**src/rtl/seg7_pkg.sv**
```systemverilog
// seg7_pkg: shared constants for the multiplexed seven-segment driver.
//   HEX7     - active-low g..a patterns for nibbles 0..F (index = nibble)
//   SEG_OFF  - cathode word with every segment and the dp dark
//   AN_OFF   - anode word with every digit disabled
//   DIGIT_W  - width of the digit index (8 digits)
package seg7_pkg;

  localparam int DIGIT_W = 3;

  localparam logic [7:0] SEG_OFF = 8'hFF;
  localparam logic [7:0] AN_OFF  = 8'hFF;

  // Packed so index 0 is the rightmost element of the concatenation.
  localparam logic [15:0][6:0] HEX7 = {
    7'h0E, 7'h06, 7'h21, 7'h46,   // F E d C
    7'h03, 7'h08, 7'h10, 7'h00,   // b A 9 8
    7'h78, 7'h02, 7'h12, 7'h19,   // 7 6 5 4
    7'h30, 7'h24, 7'h79, 7'h40    // 3 2 1 0
  };

endpackage

```
**src/rtl/seg7_scan_driver_if.sv**
```systemverilog
// seg7_scan_driver_if: display-word input side and panel output side.
//   data_in  [31:0] display word, nibble k -> digit k (digit 0 rightmost)
//   dp_in    [7:0]  decimal point enables, bit k -> digit k
//   blank_lz        1 = blank leading-zero digits
//   seg_an   [7:0]  digit anodes, active low
//   seg_out  [7:0]  cathodes, active low, [7]=dp, [6:0]=g..a
// master: the side supplying data (bridge / bench); slave: the driver.
interface seg7_scan_driver_if;
  logic [31:0] data_in;
  logic [7:0]  dp_in;
  logic        blank_lz;
  logic [7:0]  seg_an;
  logic [7:0]  seg_out;

  modport master (
    output data_in, dp_in, blank_lz,
    input  seg_an, seg_out
  );

  modport slave (
    input  data_in, dp_in, blank_lz,
    output seg_an, seg_out
  );
endinterface

```
**src/rtl/seg7_hex_decode.sv**
```systemverilog
// seg7_hex_decode: combinational nibble to active-low seven-segment pattern.
//   nibble_i [3:0]  hex digit
//   seg_o    [6:0]  g,f,e,d,c,b,a, active low
module seg7_hex_decode
  import seg7_pkg::*;
(
  input  logic [3:0] nibble_i,
  output logic [6:0] seg_o
);

  assign seg_o = HEX7[nibble_i];

endmodule

```
**src/rtl/seg7_scan_driver.sv**
```systemverilog
// seg7_scan_driver: 8-digit multiplexed seven-segment scan driver.
//   clk    system clock, all state on posedge
//   rst_n  synchronous active-low reset
//   bus    slave side of seg7_scan_driver_if (data_in, dp_in, blank_lz in;
//          seg_an, seg_out out)
// Each digit owns SCAN_DIV cycles; the first BLANK_CYC of those keep all
// anodes off so the previous digit's pattern cannot ghost onto the next.
// The display word is captured only as digit 7's slot ends, so a frame is
// never drawn from two different words.
module seg7_scan_driver
  import seg7_pkg::*;
#(
  parameter int SCAN_DIV   = 100000,
  parameter int BLANK_CYC  = 16,
  parameter int NUM_DIGITS = 8
) (
  input  logic clk,
  input  logic rst_n,
  seg7_scan_driver_if.slave bus
);

  localparam int CNT_W = (SCAN_DIV > 2) ? $clog2(SCAN_DIV) : 1;

  logic [CNT_W-1:0]   cnt_q, cnt_d;
  logic [DIGIT_W-1:0] idx_q, idx_d;
  logic [31:0]        shadow_data_q, shadow_data_d;
  logic [7:0]         shadow_dp_q, shadow_dp_d;
  logic [7:0]         seg_an_q, seg_an_d;
  logic [7:0]         seg_out_q, seg_out_d;

  logic       tick;
  logic       frame_end;
  logic [7:0] lz_mask;
  logic [3:0] nibble;
  logic [6:0] seg_pat;
  logic       digit_off;

  assign tick      = (cnt_q == CNT_W'(SCAN_DIV - 1));
  assign frame_end = tick && (idx_q == DIGIT_W'(NUM_DIGITS - 1));

  // Walk from the top nibble down; a digit is blanked while every nibble
  // from it upward is zero. Digit 0 always stays lit so zero shows "0".
  always_comb begin
    logic run_zero;
    lz_mask  = '0;
    run_zero = 1'b1;
    for (int k = 7; k >= 0; k--) begin
      run_zero   = run_zero & (shadow_data_q[4*k +: 4] == 4'h0);
      lz_mask[k] = bus.blank_lz & run_zero & (k != 0);
    end
  end

  assign nibble = shadow_data_q[{idx_q, 2'b00} +: 4];

  seg7_hex_decode u_hex (
    .nibble_i (nibble),
    .seg_o    (seg_pat)
  );

  assign digit_off = (cnt_q < CNT_W'(BLANK_CYC)) || lz_mask[idx_q];

  always_comb begin
    cnt_d         = tick ? '0 : cnt_q + 1'b1;
    idx_d         = idx_q;
    shadow_data_d = shadow_data_q;
    shadow_dp_d   = shadow_dp_q;
    if (tick) begin
      idx_d = (idx_q == DIGIT_W'(NUM_DIGITS - 1)) ? '0 : idx_q + 1'b1;
    end
    if (frame_end) begin
      shadow_data_d = bus.data_in;
      shadow_dp_d   = bus.dp_in;
    end
    seg_an_d  = digit_off ? AN_OFF  : ~(8'b1 << idx_q);
    seg_out_d = digit_off ? SEG_OFF : {~shadow_dp_q[idx_q], seg_pat};
  end

  always_ff @(posedge clk) begin
    if (!rst_n) begin
      cnt_q         <= '0;
      idx_q         <= '0;
      shadow_data_q <= '0;
      shadow_dp_q   <= '0;
      seg_an_q      <= AN_OFF;
      seg_out_q     <= SEG_OFF;
    end else begin
      cnt_q         <= cnt_d;
      idx_q         <= idx_d;
      shadow_data_q <= shadow_data_d;
      shadow_dp_q   <= shadow_dp_d;
      seg_an_q      <= seg_an_d;
      seg_out_q     <= seg_out_d;
    end
  end

  assign bus.seg_an  = seg_an_q;
  assign bus.seg_out = seg_out_q;

endmodule
```
**src/flat_wrapper.sv**
```systemverilog
// flat-port wrapper written by rule: the top's interface ports become plain ports
module seg7_scan_driver_flat import seg7_pkg::*;
#(
  parameter int SCAN_DIV   = 100000,
  parameter int BLANK_CYC  = 16,
  parameter int NUM_DIGITS = 8
)
  (clk, rst_n, bus_data_in, bus_dp_in, bus_blank_lz, bus_seg_an, bus_seg_out);
  seg7_scan_driver_if bus_i ();
  input  logic clk;
  input  logic rst_n;
  input wire logic [$bits(bus_i.data_in)-1:0] bus_data_in;
  input wire logic [$bits(bus_i.dp_in)-1:0] bus_dp_in;
  input wire logic [$bits(bus_i.blank_lz)-1:0] bus_blank_lz;
  output wire logic [$bits(bus_i.seg_an)-1:0] bus_seg_an;
  output wire logic [$bits(bus_i.seg_out)-1:0] bus_seg_out;
  assign bus_i.data_in = bus_data_in;
  assign bus_i.dp_in = bus_dp_in;
  assign bus_i.blank_lz = bus_blank_lz;
  assign bus_seg_an = bus_i.seg_an;
  assign bus_seg_out = bus_i.seg_out;
  seg7_scan_driver #(.SCAN_DIV(SCAN_DIV), .BLANK_CYC(BLANK_CYC), .NUM_DIGITS(NUM_DIGITS)) u_core (.clk(clk), .rst_n(rst_n), .bus(bus_i));
endmodule
```
**config.mk**
```make
export PLATFORM = sky130hd
export DESIGN_NAME = seg7_scan_driver_flat
export DESIGN_NICKNAME = d
export VERILOG_FILES = /design/src/rtl/seg7_pkg.sv /design/src/rtl/seg7_scan_driver_if.sv /design/src/rtl/seg7_hex_decode.sv /design/src/rtl/seg7_scan_driver.sv /design/src/flat_wrapper.sv
export SDC_FILE = /design/constraint.sdc
export NUM_CORES = 1
export LEC_CHECK = 0
export CORE_ASPECT_RATIO = 1.5
export CORE_MARGIN = 4
export CORE_UTILIZATION = 59
export CTS_BUF_LIST = sky130_fd_sc_hd__clkbuf_4
export DETAILED_ROUTE_END_ITERATION = 7
export GPL_ROUTABILITY_DRIVEN = 0
export PLACE_DENSITY = 0.83
export SETUP_SLACK_MARGIN = 0.5
export SLEW_MARGIN = 15
export SYNTH_ARGS = -nofsm -noshare
export SYNTH_HDL_FRONTEND = slang
export SYNTH_SLANG_ARGS = --single-unit
```
**constraint.sdc**
```tcl
create_clock -name clk -period 6.2 [get_ports clk]
set_input_delay 0.62 -clock clk [delete_from_list [all_inputs] [get_ports clk]]
set_output_delay 0.62 -clock clk [all_outputs]
set_load 0.02 [all_outputs]
```
==> results.sh <==
export IMPL_synthToLayoutAreaGrowth_pct=19.1
export IMPL_nets=486
export IMPL_rsz0062_at_grt="false"
export IMPL_synth_async_reset_ratio=0
export IMPL_pwr_density_cell_nw_per_um2=197
export IMPL_p_comb_frac=0.045
export IMPL_clk_pin_slew_ns=0.12
export IMPL_hold_class="reg2reg"
export IMPL_fin_skew_ns=0.0200
export IMPL_wl_met3_um=319
export IMPL_grt_start_max_net_pins=46
export IMPL_hold_slack_ns=0.459
export IMPL_synth_seq_cells=76
export IMPL_h_tree_depth=3
export IMPL_slowest_delay_ns=0.97
export IMPL_placed_area_um2=4020
export IMPL_cts_root_buf="clkbuf_4"
export IMPL_design_area_um2=4160
export IMPL_yosysSeqAreaShare=0.436
export IMPL_netlist_instances=381
export IMPL_dieArea_um2=7240
export IMPL_cts_resized=0
export IMPL_drive_gt1_frac=0.134
export IMPL_drv_slew=0
export IMPL_netlist_area_um2=3490
export IMPL_worstSetupPathType="reg2reg"
export IMPL_antennaDiodeCount=0
export IMPL_fp_row_count=34
export IMPL_port_buffers=58
export IMPL_io_pins=59
export IMPL_path_buf_inv=0
export IMPL_dp_hpwl_mm=5.38
export IMPL_path_cells="mux4_2 -> mux2i_2 -> nand2b_1 -> o221ai_1 -> nand2_1"
export IMPL_totalWireLength_mm=7.26
export IMPL_drc=0
export IMPL_cts_sinks=76
export IMPL_core_um2=5790
export IMPL_fmax_mhz=349
export IMPL_top_layer="met4"
export IMPL_nFillCells=480
export IMPL_switching_power_mw=0.181
export IMPL_critPathSlowestCell="dfxtp_1"
export IMPL_grt_pass1_wl_mm=11.9
export IMPL_yosysTopAreaCellShare=0.436
export IMPL_cts_buffer_depth=2
export IMPL_synth_common_cells="101 x nand2_1, 76 x dfxtp_1, 23 x nor2_1, 22 x a21oi_1, 22 x a21oi_2"
export IMPL_cap_violations=0
export IMPL_antenna_found_initial=0
export IMPL_syn_num_nets=437
export IMPL_drt_pre_antenna_iters=4
export IMPL_clk_latency_ns=0.43
export IMPL_p_sw_frac=0.221
export IMPL_min_period_ns=2.86
export IMPL_wl_per_cell_um=14.3
export IMPL_start_util=0.604
export IMPL_cts_buffers=9
export IMPL_ant_nets=0
export IMPL_grt_pass1_vias=2719
export IMPL_cp_end_kind="register"
export IMPL_crit_required_ns=6.50
export IMPL_yosysMostFrequentCell="nand2_1"
export IMPL_cp_max_fo=20
export IMPL_p_leak_nw=1.46
export IMPL_timing_final_crit_share=0.461
export IMPL_whs_endpoint="u_core.shadow_dp_q[4]$_SDFFE_PN0P_"
export IMPL_synth_area_leaders="dfxtp_1 44%, nand2_1 11%, mux4_2 5.8%"
export IMPL_synth_edf_count=0
export IMPL_max_slew_margin_rel=0.363
export IMPL_ir_worst_vdd_mv=0.181
export IMPL_setup_violations_final=0
export IMPL_outcome="completed"
export IMPL_cts_tree="done"
export IMPL_hold_start="u_core.shadow_dp_q[4]$_SDFFE_PN0P_"
export IMPL_start_kind="register"
export IMPL_holdPathStages=2
export IMPL_drtIter0Drc=144
export IMPL_avgSynthCellArea_um2=9.17
export IMPL_reg2regPathDepth=5
export IMPL_num_vias=2858
export IMPL_grt_overflow_total=0
export IMPL_track_usage=0.208
export IMPL_die_x_um=70.8
export IMPL_path_delay_family="multiplexers"
export IMPL_r2r_end="u_core.bus.seg_out[0]$_SDFF_PP1_"
export IMPL_synth_distinct_cells=41
export IMPL_via_per_inst=5.65
export IMPL_die_h_um=102
export IMPL_reg2reg_from="u_core.idx_q[0]$_SDFFE_PN0P_"
export IMPL_tns_ns=0
export IMPL_pwr_share_seq=0.599
export IMPL_p_int_mw=0.639
export IMPL_clkPwrFrac=0.356
export IMPL_post_cts_buffers=0
export IMPL_yosys_area_top_type="dfxtp_1"
export IMPL_synth_flop_cell="dfxtp_1"
export IMPL_hold_viol=0
export IMPL_reg2reg_slack_ns=3.34
export IMPL_yosysWarnings=0
export IMPL_met2_wirelength_mm=3.95
export IMPL_crit_arrival_ns=3.16
export IMPL_worstMarginPinSlew_ns=0.954
export IMPL_instances_no_fill=506
export IMPL_detail_route_wirelength_met1_mm=2.82
export IMPL_numPlacedInstances=491
export IMPL_cts_hold_buf=0
## logic make-up after synthesis
family | Yosys count | synth area share
AO/OA/AOI/OAI | 60 | 0.121
multiplexers | 20 | 0.0924
adder cells (fa/ha/maj) | 13 | 0.0466
flip-flops | 76 | 0.436
buffers and inverters | 31 | 0.0537
XOR/XNOR | 16 | 0.0401
AND/OR/NAND/NOR | 165 | 0.211
## tightest hold or removal path, stage by stage, from the launching register on
cell     delay, ns
dfxtp_1       0.33
nand2_1       0.05
a21oi_1       0.05
## metrics by stage
step                      power [mW]  setup slack (ns)  utilization
after floorplan                0.511              4.12            -
after CTS                      0.821              3.34        0.718
after global placement         0.539              3.08        0.696
final                          0.820              3.34        0.719
after global routing           0.842              3.10        0.719
after detailed placement       0.539              2.93        0.696
## state kept, by name, summed over array words and instances (netlist names)
name and flops:
u_core.bus.seg_out 8, u_core.idx_q 3, u_core.cnt_q 17, u_core.bus.seg_an 8
u_core.shadow_data_q 32, u_core.shadow_dp_q 8
## worst max-delay path by stage
stage | start | endpoint | slack [ns] | cells past startpoint
after detailed placement | rst_n | u_core.bus.seg_out[2]$_SDFF_PP1_ | 2.93 | 5
after global placement | rst_n | u_core.bus.seg_out[2]$_SDFF_PP1_ | 3.08 | 5
after floorplan | u_core.idx_q[0]$_SDFFE_PN0P_ | u_core.bus.seg_out[3]$_SDFF_PP1_ | 4.12 | 7
final | u_core.idx_q[0]$_SDFFE_PN0P_ | u_core.bus.seg_out[0]$_SDFF_PP1_ | 3.34 | 5
after CTS | u_core.idx_q[0]$_SDFFE_PN0P_ | u_core.bus.seg_out[0]$_SDFF_PP1_ | 3.34 | 5
after global routing | u_core.idx_q[0]$_SDFFE_PN0P_ | u_core.bus.seg_out[0]$_SDFF_PP1_ | 3.10 | 5
## layout make-up
cell class | instances | area [um2] | area share
clock buffers | 10 | 75.1 | 0.0181
clock inverters | 5 | 53.8 | 0.0129
inverters | 9 | 33.8 | 0.00812
multi-input cells | 274 | 1790 | 0.430
flip-flops and latches | 76 | 1520 | 0.366
well taps | 72 | 90.1 | 0.0217
repair buffers | 60 | 596 | 0.143
## power groups by stage
stage          clock [mW]  sequential (mW)  combinational (mW)
2_1_floorplan           0            0.502             0.00912
3_5_place_dp            0            0.502              0.0368
3_3_place_gp            0            0.502              0.0363
5_1_grt             0.311            0.492              0.0394
6_report            0.292            0.491              0.0367
4_1_cts             0.293            0.491              0.0371
## per-layer routing
layer / global-route usage / up-vias
li1: - / 1399
met1: 0.224 / 1368
met2: 0.381 / 72
met3: 0.0512 / 19
met4: 0.0970 / 0
met5: 0 / -
## placed cells by master, fill, tap and decap left out, types with 8 or more instances in the layout
master,Yosys,final
a21oi_2,22,22
a21oi_1,22,22
nor4_1,8,8
nand2_1,101,101
inv_1,8,8
nand3_1,12,12
clkdlybuf4s50_1,0,58
xor2_1,12,12
ha_1,13,13
mux4_2,9,9
dfxtp_1,76,76
nor2_1,23,23
clkbuf_4,0,10
(Power assumes the default switching activity.)
